[config.mk]
export PLATFORM = sky130hd
export DESIGN_NAME = load_store_unit
export DESIGN_NICKNAME = d
export VERILOG_FILES = /design/src/rtl/load_store_unit.sv
export SDC_FILE = /design/constraint.sdc
export NUM_CORES = 1
export LEC_CHECK = 0
export CAP_MARGIN = 0
export CORE_UTILIZATION = 40
export DETAILED_ROUTE_END_ITERATION = 10
export MAX_ROUTING_LAYER = met4
export PLACE_DENSITY = 0.85
export SYNTH_ARGS = -nofsm -noshare
export SYNTH_HDL_FRONTEND = slang
export SYNTH_SLANG_ARGS = --single-unit
[constraint.sdc]
create_clock -name clk -period 3.85 [get_ports clk]
set_clock_uncertainty 0.05 [all_clocks]
set_input_delay 0.77 -clock clk [delete_from_list [all_inputs] [get_ports clk]]
set_output_delay 0.77 -clock clk [all_outputs]
set_load 0.02 [all_outputs]
[src/rtl/load_store_unit.sv]
// load_store_unit: one load/store per request over a valid/ready bus; LSU_MISALIGN_TRAP_EN enables misaligned-access errors.
module load_store_unit #(
  parameter int ADDR_W  = 32,
  parameter int TIMEOUT = 255
) (
  input  logic              clk,
  input  logic              rst,
  input  logic              req_valid,
  output logic              req_ready,
  input  logic              mem_read,
  input  logic              mem_write,
  input  logic [2:0]        funct3,
  input  logic [ADDR_W-1:0] addr,
  input  logic [31:0]       store_data,
  output logic              bus_valid,
  input  logic              bus_ready,
  output logic              bus_we,
  output logic [ADDR_W-1:0] bus_addr,
  output logic [3:0]        bus_wstrb,
  output logic [31:0]       bus_wdata,
  input  logic              bus_rvalid,
  input  logic [31:0]       bus_rdata,
  output logic              resp_valid,
  output logic [31:0]       load_data,
  output logic              err
);
  typedef enum logic [1:0] {IDLE, REQ, WAIT, RESP} state_t;
  localparam int CW = $clog2(TIMEOUT + 1);
  state_t state;
  logic [CW-1:0] cnt;
  logic [2:0] f3;
  logic [1:0] lane;
  logic bad, misalign, expired;
  logic [3:0] strb;
  logic [31:0] wdata, byte_sh, half_sh, ext;
  always_comb begin
    bad = (mem_read && mem_write) ||
          (mem_read ? (funct3 == 3'b011 || funct3[2:1] == 2'b11) : (funct3 > 3'b010));
`ifdef LSU_MISALIGN_TRAP_EN
    misalign = (funct3[1:0] == 2'b01 && addr[0]) || (funct3[1:0] == 2'b10 && addr[1:0] != 2'b00);
`else
    misalign = 1'b0;
`endif
    strb = funct3[1:0] == 2'b00 ? 4'b0001 << addr[1:0] :
           funct3[1:0] == 2'b01 ? 4'b0011 << {addr[1], 1'b0} : 4'b1111;
    wdata = funct3[1:0] == 2'b00 ? {4{store_data[7:0]}} :
            funct3[1:0] == 2'b01 ? {2{store_data[15:0]}} : store_data;
    byte_sh = bus_rdata >> {lane, 3'b000};
    half_sh = bus_rdata >> {lane[1], 4'b0000};
    ext = f3[1:0] == 2'b00 ? {{24{~f3[2] & byte_sh[7]}}, byte_sh[7:0]} :
          f3[1:0] == 2'b01 ? {{16{~f3[2] & half_sh[15]}}, half_sh[15:0]} : bus_rdata;
    expired = cnt >= CW'(TIMEOUT - 1);
  end
  always_ff @(posedge clk or posedge rst) begin
    if (rst) begin
      state      <= IDLE;
      req_ready  <= 1'b1;
      bus_valid  <= 1'b0;
      bus_we     <= 1'b0;
      bus_addr   <= '0;
      bus_wstrb  <= 4'b0;
      bus_wdata  <= 32'b0;
      resp_valid <= 1'b0;
      load_data  <= 32'b0;
      err        <= 1'b0;
      cnt        <= '0;
      f3         <= 3'b0;
      lane       <= 2'b0;
    end else begin
      resp_valid <= 1'b0;
      err        <= 1'b0;
      load_data  <= 32'b0;
      case (state)
        IDLE: if (req_valid && (mem_read || mem_write)) begin
          req_ready <= 1'b0;
          if (bad || misalign) begin
            state      <= RESP;
            resp_valid <= 1'b1;
            err        <= 1'b1;
          end else begin
            state     <= REQ;
            bus_valid <= 1'b1;
            bus_we    <= mem_write;
            bus_addr  <= {addr[ADDR_W-1:2], 2'b00};
            bus_wstrb <= mem_write ? strb : 4'b0;
            bus_wdata <= mem_write ? wdata : 32'b0;
            f3        <= funct3;
            lane      <= addr[1:0];
            cnt       <= '0;
          end
        end
        REQ: begin
          cnt <= cnt + 1'b1;
          if (bus_ready) begin
            bus_valid  <= 1'b0;
            state      <= bus_we ? RESP : WAIT;
            resp_valid <= bus_we;
          end else if (expired) begin
            bus_valid  <= 1'b0;
            state      <= RESP;
            resp_valid <= 1'b1;
            err        <= 1'b1;
          end
        end
        WAIT: begin
          cnt <= cnt + 1'b1;
          if (bus_rvalid || expired) begin
            state      <= RESP;
            resp_valid <= 1'b1;
            err        <= ~bus_rvalid;
            load_data  <= bus_rvalid ? ext : 32'b0;
          end
        end
        RESP: begin
          state     <= IDLE;
          req_ready <= 1'b1;
        end
        default: state <= IDLE;
      endcase
    end
  end
endmodule

# Yosys cells after proc, flatten, opt, wreduce, memory -nomap -nowiden
# Cells that the tools add are included.
# Widths: inputs -> output; s select.
[word_totals]
regBits = 118
word_cells = 92
[classes]
n_lt_le_gt_ge = 2
bitwise = 5
n_reduce_logical = 18
n_shift = 4
n_eq_ne = 11
add_sub_neg = 1
n_mux = 38
[op_table]
columns = ["op", "count"]
rows = [
  ["$mux 32", 8],
  ["$shr 32x5->16", 1],
  ["$shr 32x5->8", 1],
  ["$mux 8", 2],
  ["$pmux 8 s2", 1],
  ["$mux 1", 14],
  ["$mux 4", 3],
  ["$mux 2", 5],
  ["$reduce_and 3->1", 3],
  ["$add 8x1->8 const B", 1],
  ["$ge 8x8->1 const B", 1],
  ["$pmux 2 s4", 1],
  ["$eq 2x1->1 const B", 3],
  ["$eq 2x2->1 const B", 3],
  ["$logic_not 2->1", 3],
  ["$ne 2x2->1 const B", 3],
  ["$pmux 1 s3", 2],
  ["$reduce_bool 2->1", 3],
  ["$logic_or 1x1->1", 4],
  ["$pmux 1 s2", 2],
  ["$reduce_and 4->1", 1],
  ["$shl 1x2->4 const A", 1],
  ["$shl 2x2->4 const A", 1],
  ["$eq 3x2->1 const B", 1],
  ["other kinds (7)", 11],
]

# Depth between registers and ports, before layout
[logic_depth]
depth_word = 7
mapped_depth = 9

# Worst setup path before layout
# No wires, ideal clock.
[synth_path]
path_type = "input port to flip-flop"
startpoint = "input mem_write"
endpoint = "register bus_wdata[11]"
t_required_ps = 3666
cell_stages = 7
setup_slack_ps = 1842
arrival_ps = 1824
n_path_buf = 3
cell_sequence = "a22o_1 > a211o_1 > buf_2 > buf_6 > clkbuf_1 > nand2_1 > o31ai_1"
[synth_between]
elab_chain_cells = 4
elab_cells_between_ends = 7
cone_classes = "1 x mux; 1 x bitwise; 5 x reduce/logical"
[synth_lines]
columns = ["item", "line_no", "rtl"]
rows = [
  ["start: declaration", "11", "input logic mem_write,"],
  ["$logic_and 1x1->1", "37", "bad = (mem_read && mem_write) ||"],
  ["$logic_or 1x1->1", "37", ""],
  ["$not 1->1 (no line)", "n/a", ""],
  ["$reduce_and 3->1 (no line)", "n/a", ""],
  ["end signal: assignment", "86", "bus_wdata <= mem_write ? wdata : 32'b0;"],
  ["end: declaration", "20", "output logic [31:0] bus_wdata,"],
]
# Parallel ways exist; a longest one is shown, timed or not.
# A chain may end at the register's enable or synchronous reset.

# Worst setup path in the final report
[layout_path]
startpoint = "input mem_read"
endpoint = "register bus_addr[27]"
[layout_between]
elab_chain_cells = 4
elab_cells_between_ends = 7
cone_classes = "1 x mux; 1 x bitwise; 5 x reduce/logical"
[layout_lines]
columns = ["item", "line_no", "rtl"]
rows = [
  ["start: declaration", "10", "input logic mem_read,"],
  ["$mux 1 / $logic_and 1x1->1 (equally long branches)", "38, 37", ""],
  ["$logic_or 1x1->1", "37", ""],
  ["$not 1->1 (no line)", "n/a", ""],
  ["$reduce_and 3->1 (no line) *", "n/a", ""],
  ["end signal: assignment", "84", "bus_addr <= {addr[ADDR_W-1:2], 2'b00};"],
  ["end: declaration", "18", "output logic [ADDR_W-1:0] bus_addr,"],
]
# Every way passes the cells marked *; elsewhere a longest branch is shown, timed or not.

==> flow_summary_export.csv <==
group,metric,value,unit
routing,viasPerCell,5.363,
routing,first_pass_iters,4,
clock_tree,ctsRootBufferMaster,"clkbuf_16",
setup_path,worstPathCellList,"clkdlybuf4s50_1 -> o211ai_1 -> a211o_4 -> buf_12 -> mux2_2",
sta,drv_slew,0,
cells_and_area,stdcell_count,914,
setup_path,slowest_delay,0.50,ns
floorplan,num_io_pins,211,
routing,ant_nets,0,
synth,synthArstFlopShare,1.000,
setup_path,criticalPathCategory,"in -> reg",
global_route,antenna_found_initial,0,
routing,routed_wl,16.16,mm
synth,ys_seq_elements,118,
global_route,grt_overflow,0,
routing,vias,4902,
routing,drc,0,
clock_tree,postCtsSetupRepairBufs,0,
placement,dp_hpwl,11.64,mm
setup_path,critPathBufInv,2,
clock_tree,cts_buffers,17,
global_route,grt_pass1_wl,25.93,mm
flow_run,cap_violations,0,
synth,synth_edf_count,0,
clock_tree,tritoncts,"built",
clock_tree,cts.sinks,118,
global_route,first_global_vias,5058,
global_route,grt_max_degree,80,
placement,numPlacedInstances,882,
clock_tree,clk_latency,0.42,ns
floorplan,die_w,120.6,microns
clock_tree,cts_resized,0,
sta,fin_setup_tns,0,ns
floorplan,die_area,14530,sq um
placement,gp_congestion,0.8514,
routing,drtIter0Drc,358,
placement,dp_slack,0.8507,ns
cells_and_area,n_antenna_cell,0,
synth,yosys_warnings,0,
placement,port_buffers,208,
sta,worst_slack,1.264,ns
synth,yosysUniqueCellTypes,50,
setup_path,start_kind,"primary input",
min_path,hp-class,"reg -> reg",
setup_path,required,4.09,ns
sta,period_share,0.6716,
setup_path,end_kind,"register",
setup_path,critPathTopFamily,"buffers and inverters",
sta,worstMarginPinSlew,0.8756,ns
sta,slew_headroom,0.4150,
floorplan,core-area,13450,sq um
pwr,powerDensity,748.3,nW/um^2
pwr,vdd_drop_max,0.3813,mV
synth,synth_sequential_area_ratio,0.5255,
clock_tree,clk_path_buf_depth,2,
clock_tree,cts-htree-levels,4,
synth,synth.cell_area,5622,sq um
sta,final_hold_viol_count,0,
synth,yosys_most_used_dff,"dfrtp_1",
global_route,track_usage,0.2411,
pwr,finalPower,6.335,mW
sta,rsz0062_at_grt,"no",
floorplan,start_util,0.4179,
cells_and_area,nets,838,
sta,report.final.setup_viol,0,
cells_and_area,drive_gt1_frac,0.1369,
sta,max_freq,386.8,MHz
synth,avgSynthCellArea,10.71,sq um
sta,period_needed,2.586,ns
clock_tree,cts.clk_slew.worst_paths,0.06,ns
floorplan,floorplan.rows,42,
routing,wl_per_cell,17.68,microns
pwr,power_leakage,3.690,nW
setup_path,arrival,2.83,ns
setup_path,path_max_fanout,79,
cells_and_area,area_growth,50.59,%
synth,netlist_instances,525,
floorplan,die_y,120.6,microns
status,status,"complete, no violations",
setup_path,crit_path_top_delay_cell,"a211o_4",
clock_tree,postCtsHoldBufs,0,
worst paths after layout:
| path | from | endpoint | slack (ns) | depth (start not counted) |
|---|---|---|---|---|
| worst min register to register | bus_wdata[29] | bus_wdata[29] | 0.43 | 2 |
| worst min-delay path | bus_wdata[29] | bus_wdata[29] | 0.43 | 2 |
| max in group asynchronous | rst | load_data[16] | 2.17 | 3 |
| worst max register to register | state[1] | bus_addr[27] | 1.39 | 6 |
| min in group asynchronous | rst | load_data[1] | 0.82 | 2 |
| worst max-delay path | mem_read | bus_addr[27] | 1.26 | 5 |
final cells by class:
class	count	area (sq um)
fillers	1051	4987
flip-flops and latches	118	2954
multi-input cells	342	2385
repair buffers	215	2172
clock buffers	18	439.2
well taps	176	220.2
clock inverters	14	175.2
inverters	31	120.1
logic make-up after synthesis:
logic type	after synthesis	synth area share
simple gates	133	0.09482
compound gates	124	0.1496
flops	118	0.5255
mux	75	0.1598
buf+inv	66	0.05252
fa+ha+maj	7	0.01558
other cells	1	0.0006671
xor+xnor	1	0.001558
metal layers:
metal | global-route usage | vias up | part of all wire
li1 | - | 2230 | -
met3 | 0.06226 | 25 | 0.075
met4 | 0.09799 | 0 | 0.021
met1 | 0.2849 | 2411 | 0.41
met5 | - | - | 0
met2 | 0.3933 | 236 | 0.49
cell usage after synthesis, types with 8 or more instances:
| cell type | number | share of area |
|---|---|---|
| dfrtp_1 | 117 | 0.52 |
| nand2_1 | 103 | 0.069 |
| o21ai_0 | 43 | 0.038 |
| mux2_2 | 35 | 0.070 |
| mux2i_1 | 32 | 0.057 |
| inv_1 | 30 | 0.020 |
| o31ai_1 | 17 | 0.023 |
| clkbuf_1 | 15 | 0.010 |
| buf_2 | 14 | 0.012 |
| nor2_1 | 13 | 0.0087 |
| a21oi_1 | 11 | 0.0098 |
| a21oi_2 | 10 | 0.016 |
| a31oi_1 | 9 | 0.010 |
| a311oi_1 | 8 | 0.012 |
sequential cells by signal, summed over array words and instances (netlist names):
| signal | count |
|---|---|
| bus_addr | 30 |
| bus_valid | 1 |
| bus_wdata | 32 |
| bus_we | 1 |
| bus_wstrb | 4 |
| cnt | 8 |
| err | 1 |
| f3 | 3 |
| lane | 2 |
| load_data | 32 |
| req_ready | 1 |
| resp_valid | 1 |
| state | 2 |
where the power goes:
part / internal [mW] / switching [mW]
Sequential: 1.71 / 0.323
Combinational: 1.27 / 1.39
Clock: 1.04 / 0.598
tightest hold or removal path: cells and delay by family (launching register included):
family / cells / cell delay, ns
AO/OA/AOI/OAI: 1 / 0.06
AND/OR/NAND/NOR: 1 / 0.04
flip-flops: 1 / 0.34
placed cells by master (no fill, tap or decap), types with 10 or more instances in the layout:
cell type	Yosys	routed
o31ai_1	17	17
inv_1	30	29
clkdlybuf4s50_1	0	208
clkbuf_16	0	17
nand2_1	103	103
o21ai_0	43	43
nor2_1	13	13
dfrtp_1	117	117
mux2i_1	32	32
a21oi_1	11	11
a21oi_2	10	10
mux2_2	35	35
metrics by stage:
| stage | utilization | hold WS (ns) | cell area (sq um) |
|---|---|---|---|
| 5_1_grt | 0.6293 | 0.4567 | 8466 |
| 4_1_cts | 0.6293 | 0.4362 | 8466 |
| 3_5_place_dp | 0.5836 | 0.4234 | 7851 |
| 2_1_floorplan | - | 0.4445 | 5629 |
| 6_report | 0.6293 | 0.4292 | 8466 |
| 3_3_place_gp | 0.5836 | 0.4080 | 7851 |
Note: power is estimated with default switching activity, not from simulation.
